===== config.mk =====
export PLATFORM = sky130hd
export DESIGN_NAME = axis_frame_len_mon
export DESIGN_NICKNAME = d
export VERILOG_FILES = /design/src/rtl/axis_frame_len_pkg.sv /design/src/rtl/axis_frame_len_fifo.sv /design/src/rtl/axis_frame_len_mon.sv
export SDC_FILE = /design/constraint.sdc
export NUM_CORES = 1
export LEC_CHECK = 0
export CORE_ASPECT_RATIO = 0.6
export CORE_MARGIN = 5
export CORE_UTILIZATION = 25
export CTS_BUF_LIST = sky130_fd_sc_hd__clkbuf_4 sky130_fd_sc_hd__clkbuf_8 sky130_fd_sc_hd__clkbuf_16
export DETAILED_ROUTE_END_ITERATION = 6
export HOLD_SLACK_MARGIN = 0.1
export PLACE_DENSITY_LB_ADDON = 0.08
export SETUP_SLACK_MARGIN = 0.3
export SLEW_MARGIN = 0
export SYNTH_ARGS = -nofsm -noshare
export SYNTH_HDL_FRONTEND = slang
export SYNTH_SLANG_ARGS = --single-unit
export TNS_END_PERCENT = 10

===== constraint.sdc =====
create_clock -name clk -period 7.7 [get_ports clk]
set_input_delay 1.54 -clock clk [delete_from_list [all_inputs] [get_ports clk]]
set_output_delay 1.54 -clock clk [all_outputs]
set_load 0.1 [all_outputs]

===== src/rtl/axis_frame_len_pkg.sv =====
// Shared types and helpers for the AXI-Stream frame length monitor.
// The result record carries a fixed-width length; the monitor uses the low LEN_WIDTH bits.
package axis_frame_len_pkg;

  localparam int unsigned REC_LEN_W = 32;
  localparam int unsigned POP_IN_W  = 128;

  typedef struct packed {
    logic                 oversize;
    logic [REC_LEN_W-1:0] len;
  } frame_rec_t;

  function automatic logic [7:0] popcount(input logic [POP_IN_W-1:0] v);
    logic [7:0] c;
    c = 8'd0;
    for (int i = 0; i < POP_IN_W; i++) begin
      c = c + {7'd0, v[i]};
    end
    return c;
  endfunction

endpackage


===== src/rtl/axis_frame_len_fifo.sv =====
// Synchronous first-word-fall-through result queue; the head entry is held in registers.
// A write into a full queue is accepted only when a read happens in the same cycle.
module axis_frame_len_fifo #(
  parameter int unsigned WIDTH = 33,
  parameter int unsigned DEPTH = 8
) (
  input  logic             clk,
  input  logic             rst_n,
  input  logic             wr_en,
  input  logic [WIDTH-1:0] wr_data,
  input  logic             rd_en,
  output logic [WIDTH-1:0] rd_data,
  output logic             full,
  output logic             empty
);

  localparam int unsigned AW = (DEPTH > 2) ? $clog2(DEPTH) : 1;
  localparam int unsigned CW = AW + 1;

  logic [WIDTH-1:0] mem_q [DEPTH];
  logic [WIDTH-1:0] mem_d [DEPTH];
  logic [AW-1:0]    wr_ptr_q, wr_ptr_d;
  logic [AW-1:0]    rd_ptr_q, rd_ptr_d;
  logic [CW-1:0]    cnt_q, cnt_d;
  logic             wr_ok_s, rd_ok_s;

  assign full    = (cnt_q == CW'(DEPTH));
  assign empty   = (cnt_q == {CW{1'b0}});
  assign rd_ok_s = rd_en && !empty;
  assign wr_ok_s = wr_en && (!full || rd_ok_s);
  assign rd_data = mem_q[rd_ptr_q];

  always_comb begin
    mem_d    = mem_q;
    wr_ptr_d = wr_ptr_q;
    rd_ptr_d = rd_ptr_q;
    cnt_d    = cnt_q;
    if (wr_ok_s) begin
      mem_d[wr_ptr_q] = wr_data;
      wr_ptr_d        = wr_ptr_q + AW'(1);
    end else begin
      wr_ptr_d = wr_ptr_q;
    end
    if (rd_ok_s) begin
      rd_ptr_d = rd_ptr_q + AW'(1);
    end else begin
      rd_ptr_d = rd_ptr_q;
    end
    case ({wr_ok_s, rd_ok_s})
      2'b10:   cnt_d = cnt_q + CW'(1);
      2'b01:   cnt_d = cnt_q - CW'(1);
      default: cnt_d = cnt_q;
    endcase
  end

  always_ff @(posedge clk or negedge rst_n) begin
    if (!rst_n) begin
      mem_q    <= '{default: '0};
      wr_ptr_q <= {AW{1'b0}};
      rd_ptr_q <= {AW{1'b0}};
      cnt_q    <= {CW{1'b0}};
    end else begin
      mem_q    <= mem_d;
      wr_ptr_q <= wr_ptr_d;
      rd_ptr_q <= rd_ptr_d;
      cnt_q    <= cnt_d;
    end
  end

endmodule


===== src/rtl/axis_frame_len_mon.sv =====
// Passive AXI-Stream frame length monitor: accumulates bytes per frame, queues the
// final length with an oversize flag, and keeps saturating frame/drop statistics.
module axis_frame_len_mon
  import axis_frame_len_pkg::*;
#(
  parameter int unsigned DATA_WIDTH  = 64,
  parameter int unsigned KEEP_ENABLE = (DATA_WIDTH > 8),
  parameter int unsigned KEEP_WIDTH  = DATA_WIDTH / 8,
  parameter int unsigned LEN_WIDTH   = 16,
  parameter int unsigned MAX_LEN     = 1518,
  parameter int unsigned FIFO_DEPTH  = 8
) (
  input  logic                  clk,
  input  logic                  rst_n,
  input  logic [KEEP_WIDTH-1:0] monitor_axis_tkeep,
  input  logic                  monitor_axis_tvalid,
  input  logic                  monitor_axis_tready,
  input  logic                  monitor_axis_tlast,
  input  logic                  clear_counts,
  output logic [LEN_WIDTH-1:0]  frame_len,
  output logic                  frame_len_oversize,
  output logic                  frame_len_tvalid,
  input  logic                  frame_len_tready,
  output logic [31:0]           frame_count,
  output logic [31:0]           drop_count
);

  localparam logic [32:0] LEN_SAT   = (33'd1 << LEN_WIDTH) - 33'd1;
  localparam logic [32:0] MAX_LEN_X = 33'(MAX_LEN);

  logic [LEN_WIDTH-1:0] acc_q, acc_d;
  logic                 ovf_q, ovf_d;
  logic [31:0]          frame_count_q, frame_count_d;
  logic [31:0]          drop_count_q, drop_count_d;

  logic                 beat_s;
  logic [POP_IN_W-1:0]  keep_ext_s;
  logic [32:0]          beat_bytes_s;
  logic [32:0]          sum_s;
  logic [LEN_WIDTH-1:0] new_len_s;
  logic                 new_ovf_s;
  logic                 push_s;
  frame_rec_t           push_rec_s;
  frame_rec_t           head_rec_s;
  logic                 fifo_full_s, fifo_empty_s;
  logic                 pop_s, drop_s;
  logic                 unused_len_s;

  assign beat_s       = monitor_axis_tvalid && monitor_axis_tready;
  assign keep_ext_s   = POP_IN_W'(monitor_axis_tkeep);
  assign beat_bytes_s = (KEEP_ENABLE != 0) ? 33'(popcount(keep_ext_s)) : 33'(KEEP_WIDTH);
  assign sum_s        = 33'(acc_q) + beat_bytes_s;

  // Per-frame accumulation with saturation; the tlast beat emits the record and rearms.
  always_comb begin
    acc_d      = acc_q;
    ovf_d      = ovf_q;
    new_len_s  = acc_q;
    new_ovf_s  = ovf_q;
    push_s     = 1'b0;
    push_rec_s = '0;
    if (beat_s) begin
      if (sum_s > LEN_SAT) begin
        new_len_s = LEN_SAT[LEN_WIDTH-1:0];
        new_ovf_s = 1'b1;
      end else begin
        new_len_s = sum_s[LEN_WIDTH-1:0];
        new_ovf_s = ovf_q;
      end
      if (monitor_axis_tlast) begin
        push_s              = 1'b1;
        push_rec_s.len      = REC_LEN_W'(new_len_s);
        push_rec_s.oversize = (33'(new_len_s) > MAX_LEN_X) || new_ovf_s;
        acc_d               = {LEN_WIDTH{1'b0}};
        ovf_d               = 1'b0;
      end else begin
        acc_d = new_len_s;
        ovf_d = new_ovf_s;
      end
    end else begin
      acc_d = acc_q;
      ovf_d = ovf_q;
    end
  end

  axis_frame_len_fifo #(
    .WIDTH($bits(frame_rec_t)),
    .DEPTH(FIFO_DEPTH)
  ) u_fifo (
    .clk    (clk),
    .rst_n  (rst_n),
    .wr_en  (push_s),
    .wr_data(push_rec_s),
    .rd_en  (frame_len_tready),
    .rd_data(head_rec_s),
    .full   (fifo_full_s),
    .empty  (fifo_empty_s)
  );

  assign pop_s  = !fifo_empty_s && frame_len_tready;
  assign drop_s = push_s && fifo_full_s && !pop_s;

  // Saturating statistics; a clear wins over a coincident increment.
  always_comb begin
    frame_count_d = frame_count_q;
    drop_count_d  = drop_count_q;
    if (clear_counts) begin
      frame_count_d = 32'd0;
      drop_count_d  = 32'd0;
    end else begin
      if (push_s && (frame_count_q != 32'hFFFF_FFFF)) begin
        frame_count_d = frame_count_q + 32'd1;
      end else begin
        frame_count_d = frame_count_q;
      end
      if (drop_s && (drop_count_q != 32'hFFFF_FFFF)) begin
        drop_count_d = drop_count_q + 32'd1;
      end else begin
        drop_count_d = drop_count_q;
      end
    end
  end

  always_ff @(posedge clk or negedge rst_n) begin
    if (!rst_n) begin
      acc_q         <= {LEN_WIDTH{1'b0}};
      ovf_q         <= 1'b0;
      frame_count_q <= 32'd0;
      drop_count_q  <= 32'd0;
    end else begin
      acc_q         <= acc_d;
      ovf_q         <= ovf_d;
      frame_count_q <= frame_count_d;
      drop_count_q  <= drop_count_d;
    end
  end

  assign frame_len          = head_rec_s.len[LEN_WIDTH-1:0];
  assign frame_len_oversize = head_rec_s.oversize;
  assign frame_len_tvalid   = !fifo_empty_s;
  assign frame_count        = frame_count_q;
  assign drop_count         = drop_count_q;
  assign unused_len_s       = ^head_rec_s.len;

endmodule


==> report_table.html <==
<table>
<tr><th>Metric</th><th>Value</th></tr>
<tr><th colspan="2">Outcome</th></tr>
<tr><td>Status</td><td>finished, final reports clean</td></tr>
<tr><th colspan="2">Placed design</th></tr>
<tr><td># placed instances</td><td>1,708</td></tr>
<tr><td>Detail Placement HPWL</td><td>between 20 and 25 mm</td></tr>
<tr><td>Gp weighted congestion</td><td>~0.73</td></tr>
<tr><td>Buffers on Ports</td><td>96</td></tr>
<tr><th colspan="2">Yosys</th></tr>
<tr><td>Number of flops mapped to enable cells by yosys</td><td>0</td></tr>
<tr><td>Post-synthesis instance area</td><td>around 11,000 µm²</td></tr>
<tr><td>Instance count of the mapped netlist</td><td>~1,100</td></tr>
<tr><td>Unique masters post-synth</td><td>62</td></tr>
<tr><td>Number of synthesized register bits</td><td>227</td></tr>
<tr><td>Ys flop type</td><td>sky130_fd_sc_hd__dfrtp_1</td></tr>
<tr><td>Mapped Avg Cell Area</td><td>10.3 µm²</td></tr>
<tr><td>Portion of the post-synthesis area used by sequential elements</td><td>about half</td></tr>
<tr><td>Cells taking the most area after synthesis</td><td>sky130_fd_sc_hd__dfrtp_1, sky130_fd_sc_hd__mux4_2, sky130_fd_sc_hd__nand2_1, sky130_fd_sc_hd__o21ai_0, sky130_fd_sc_hd__xor2_1</td></tr>
<tr><td>Syn Nets</td><td>1,112</td></tr>
<tr><td>Synth async-reset ratio</td><td>100%</td></tr>
<tr><td>Ys Warns</td><td>0</td></tr>
<tr><td>Synth area leader</td><td>sky130_fd_sc_hd__dfrtp_1</td></tr>
<tr><td>Share of the synthesized area in the top cell type</td><td>roughly half</td></tr>
<tr><th colspan="2">Min path</th></tr>
<tr><td>Path category of the worst min-delay check</td><td>reg2reg</td></tr>
<tr><th colspan="2">STA</th></tr>
<tr><td>Final Max Tran Viols</td><td>0</td></tr>
<tr><td>Clk_skew</td><td>0.0111 ns</td></tr>
<tr><td>Max_slew headroom</td><td>roughly 30%</td></tr>
<tr><td>Number of hold-slack violations in the final timing report</td><td>0</td></tr>
<tr><td>Setup tns final</td><td>0 ns</td></tr>
<tr><td>Highest achievable clock rate</td><td>roughly 0.17 GHz</td></tr>
<tr><td>Total setup violations reported at the end of the flow</td><td>0</td></tr>
<tr><td>RSZ-0062 raised after global routing</td><td>false</td></tr>
<tr><td>Transition time at the pin with the least slew margin</td><td>1.04 ns</td></tr>
<tr><td>Share of the clock period used by the worst path</td><td>between 70 and 80%</td></tr>
<tr><td>Min Tclk post-route</td><td>5.87 ns</td></tr>
<tr><th colspan="2">Detailed routing</th></tr>
<tr><td>Remaining antenna violation count</td><td>0</td></tr>
<tr><td>1st-pass router iterations</td><td>5</td></tr>
<tr><td>Detailed router's first-iteration violation count</td><td>around 320</td></tr>
<tr><td>Final routed wirelength across all metal layers</td><td>31.7 mm</td></tr>
<tr><td>Post-DR wirelength/cell</td><td>18.1 µm</td></tr>
<tr><td>Residual DRC</td><td>0</td></tr>
<tr><td>Via Count</td><td>between 7,000 and 8,000</td></tr>
<tr><td>Per-cell via count in the routed design</td><td>roughly 4.5</td></tr>
<tr><th colspan="2">Finish</th></tr>
<tr><td>Final core area utilization</td><td>31.1%</td></tr>
<tr><td>Fraction of layout cells with a size suffix above 1</td><td>12.3%</td></tr>
<tr><td>Post-layout instance count excluding filler cells</td><td>about 1,800</td></tr>
<tr><td>Leading cell type in the layout, fill and taps excluded</td><td>sky130_fd_sc_hd__dfrtp_1</td></tr>
<tr><td>Nets</td><td>roughly 1,200</td></tr>
<tr><td>Number of inserted filler cells in the final layout</td><td>around 4,500</td></tr>
<tr><td>Most frequent cells in the layout</td><td>sky130_fd_sc_hd__dfrtp_1, sky130_fd_sc_hd__nand2_1, sky130_fd_sc_hd__o21ai_0</td></tr>
<tr><td>Antenna diodes</td><td>0</td></tr>
<tr><td>Area added between synthesis and finish</td><td>22.0%</td></tr>
<tr><th colspan="2">Clock network</th></tr>
<tr><td>Total number of clock tree sinks</td><td>about 230</td></tr>
<tr><td>Buffers inserted by post-CTS timing repair</td><td>0</td></tr>
<tr><td>TritonCTS Buffers</td><td>26</td></tr>
<tr><td>CTS H-Tree Depth</td><td>1</td></tr>
<tr><td>TritonCTS clock tree</td><td>built</td></tr>
<tr><td>Quantity of hold-fixing buffers added after cts</td><td>0</td></tr>
<tr><td>Worst-Skew Late Latency</td><td>around 0.54 ns</td></tr>
<tr><td>Clock Root Buffer</td><td>sky130_fd_sc_hd__clkbuf_16</td></tr>
<tr><td>Number of buffers on the longest clock path</td><td>3</td></tr>
<tr><td>Post-cts resize count</td><td>0</td></tr>
<tr><td>CTS clock-pin slew for the worst setup and hold paths</td><td>roughly 0.060 ns</td></tr>
<tr><th colspan="2">Power</th></tr>
<tr><td>Reported leakage power</td><td>approximately 5.6 nW</td></tr>
<tr><td>IR Drop Worst-Case VDD</td><td>between 150 and 200 µV</td></tr>
<tr><td>Total power draw</td><td>approximately 3.5 mW</td></tr>
<tr><td>Power Density</td><td>255 nW/µm²</td></tr>
<tr><th colspan="2">Global routing</th></tr>
<tr><td>Total grt overflow</td><td>0</td></tr>
<tr><td>Global-route wire length before repair</td><td>50.7 mm</td></tr>
<tr><td>Maximum number of pins on one net before global-route repair</td><td>around 140</td></tr>
<tr><td>Number of antenna violations at the first check in global routing</td><td>0</td></tr>
<tr><td>Vias in the first global route</td><td>between 8,000 and 9,000</td></tr>
<tr><td>Tot GR Track Use</td><td>13.0%</td></tr>
<tr><th colspan="2">Worst setup path</th></tr>
<tr><td>Cell family with the largest share of critical-path delay</td><td>adder cells</td></tr>
<tr><td>Critical path class</td><td>in2reg</td></tr>
<tr><td>Maximum fanout count along the critical path</td><td>9</td></tr>
<tr><td>Critical Path Slowest Stage Cell</td><td>sky130_fd_sc_hd__fa_1</td></tr>
<tr><td>Type of origin of the critical path</td><td>primary input</td></tr>
<tr><td>Total buffers and inverters traversed by the critical path</td><td>3</td></tr>
<tr><td>Most prevalent standard cell on the critical path</td><td>sky130_fd_sc_hd__fa_1</td></tr>
<tr><td>Ordered cell list for the critical path</td><td>clkdlybuf4s50_1 &gt; fa_1 &gt; inv_1 &gt; fa_1 &gt; fa_1 &gt; fa_1 &gt; inv_1 &gt; fa_1 &gt; a211oi_2 &gt; nor3_1 &gt; and3_1 &gt; xor2_1 &gt; o21ai_1 &gt; o21bai_1 &gt; a21oi_1</td></tr>
<tr><td>Worst R2R Setup Slack</td><td>3.42 ns</td></tr>
<tr><td>Critical Path End Type</td><td>register</td></tr>
<tr><td>Max stage delay on crit path</td><td>roughly 0.57 ns</td></tr>
<tr><td>Worst EP required</td><td>just over 8 ns</td></tr>
<tr><td>Arrival time of data at the critical path endpoint</td><td>between 6 and 7 ns</td></tr>
<tr><th colspan="2">Die</th></tr>
<tr><td>Initial Util</td><td>around a quarter</td></tr>
<tr><td>Number of rows in the core area</td><td>slightly below 60</td></tr>
<tr><td>Die outline width</td><td>282 µm</td></tr>
<tr><td>Area of the core</td><td>between 40,000 and 50,000 µm²</td></tr>
<tr><td>Ports</td><td>97</td></tr>
<tr><td>Die extent in y</td><td>173 µm</td></tr>
<tr><td>Die ar.</td><td>a little under 50,000 µm²</td></tr>
<tr><th colspan="2">Job</th></tr>
<tr><td>Number of max-cap violations</td><td>0</td></tr>
</table>
path summary, 6_finish.rpt:
kind,start,endpoint,depth (start not counted)
worst min register to register,u_fifo.mem_q[7],u_fifo.mem_q[7],2
min in group asynchronous,rst_n,frame_count[22],1
max in group asynchronous,rst_n,u_fifo.rd_ptr_q[1],2
worst min-delay path,u_fifo.mem_q[7],u_fifo.mem_q[7],2
worst max-delay path,monitor_axis_tkeep[0],u_fifo.mem_q[164],15
worst max register to register,acc_q[0],u_fifo.mem_q[164],13
stage by stage:
step           setup WS, ns  area (µm²)  hold WS [ns]
3_3_place_gp           1.26       12700         0.456
3_5_place_dp           1.24       12700         0.465
5_1_grt                1.49       13600         0.491
6_report               1.83       13600         0.475
2_1_floorplan          2.43       11100         0.445
4_1_cts                1.79       13600         0.479
logic make-up after synthesis:
group | count (synthesis) | synth area share, %
multiplexers | 55 | 8.99
AO/OA/AOI/OAI | 199 | 9.79
XOR/XNOR | 79 | 6.23
flip-flops | 227 | 51.2
AND/OR/NAND/NOR | 421 | 18.6
buffers and inverters | 78 | 2.69
adder cells (fa/ha/maj) | 19 | 2.55
registers in the layout, summed over array words and instances, names as in the netlist:
name and count:
frame_count 32, acc_q 16, u_fifo.mem_q 136, u_fifo.wr_ptr_q 3
drop_count 32, u_fifo.rd_ptr_q 3, u_fifo.cnt_q 4, ovf_q 1
final cells by class:
type | count | area, µm² | area share (%)
Clock buffer | 38 | 802 | 5.92
Clock inverter | 8 | 71.3 | 0.526
Tap cell | 579 | 724 | 5.35
Timing Repair Buffer | 109 | 1070 | 7.90
Inverter | 20 | 75.1 | 0.554
Multi-Input combinational cell | 773 | 5120 | 37.8
Sequential cell | 227 | 5680 | 41.9
worst register-to-register path, cell delays in order, from the launching register on:
cell and delay, ns:
sky130_fd_sc_hd__dfrtp_1 0.37, sky130_fd_sc_hd__inv_1 0.12, sky130_fd_sc_hd__fa_1 0.45, sky130_fd_sc_hd__fa_1 0.46
sky130_fd_sc_hd__fa_1 0.43, sky130_fd_sc_hd__inv_1 0.09, sky130_fd_sc_hd__fa_1 0.22, sky130_fd_sc_hd__a211oi_2 0.10
sky130_fd_sc_hd__nor3_1 0.52, sky130_fd_sc_hd__and3_1 0.30, sky130_fd_sc_hd__xor2_1 0.08, sky130_fd_sc_hd__o21ai_1 0.48
sky130_fd_sc_hd__o21bai_1 0.39, sky130_fd_sc_hd__a21oi_1 0.14
cell usage after synthesis (6+ instances only):
master and number:
sky130_fd_sc_hd__ha_1 13, sky130_fd_sc_hd__xnor2_1 36, sky130_fd_sc_hd__inv_1 20, sky130_fd_sc_hd__nor2b_1 8
sky130_fd_sc_hd__nand3_1 40, sky130_fd_sc_hd__and4_1 7, sky130_fd_sc_hd__and3_1 13, sky130_fd_sc_hd__dfrtp_1 227
sky130_fd_sc_hd__nor4_1 6, sky130_fd_sc_hd__o21ai_1 7, sky130_fd_sc_hd__clkbuf_1 51, sky130_fd_sc_hd__nor2_1 83
sky130_fd_sc_hd__nand4_1 15, sky130_fd_sc_hd__nand2_1 184, sky130_fd_sc_hd__fa_1 6, sky130_fd_sc_hd__mux2_2 18
sky130_fd_sc_hd__a21oi_1 26, sky130_fd_sc_hd__nor3_1 19, sky130_fd_sc_hd__xor2_1 43, sky130_fd_sc_hd__mux4_2 34
sky130_fd_sc_hd__o21ai_0 138
power breakdown:
part           total (mW)  switching (mW)  internal (mW)  leakage, nW
logic               0.770           0.468          0.303         2.06
registers            1.41           0.120           1.29         3.13
clock network        1.28           0.522          0.754        0.445
total                3.45            1.11           2.34         5.64
routing by layer:
| layer | vias up | GRT usage (%) | routed length (µm) |
|---|---|---|---|
| met1 | 3931 | 20.0 | 16500 |
| li1 | 3919 | - | - |
| met3 | 37 | 2.15 | 894 |
| met2 | 78 | 19.5 | 13900 |
| met5 | - | 0 | 0 |
| met4 | 0 | 2.14 | 482 |
No activity file was read; power rests on OpenSTA's default activity.
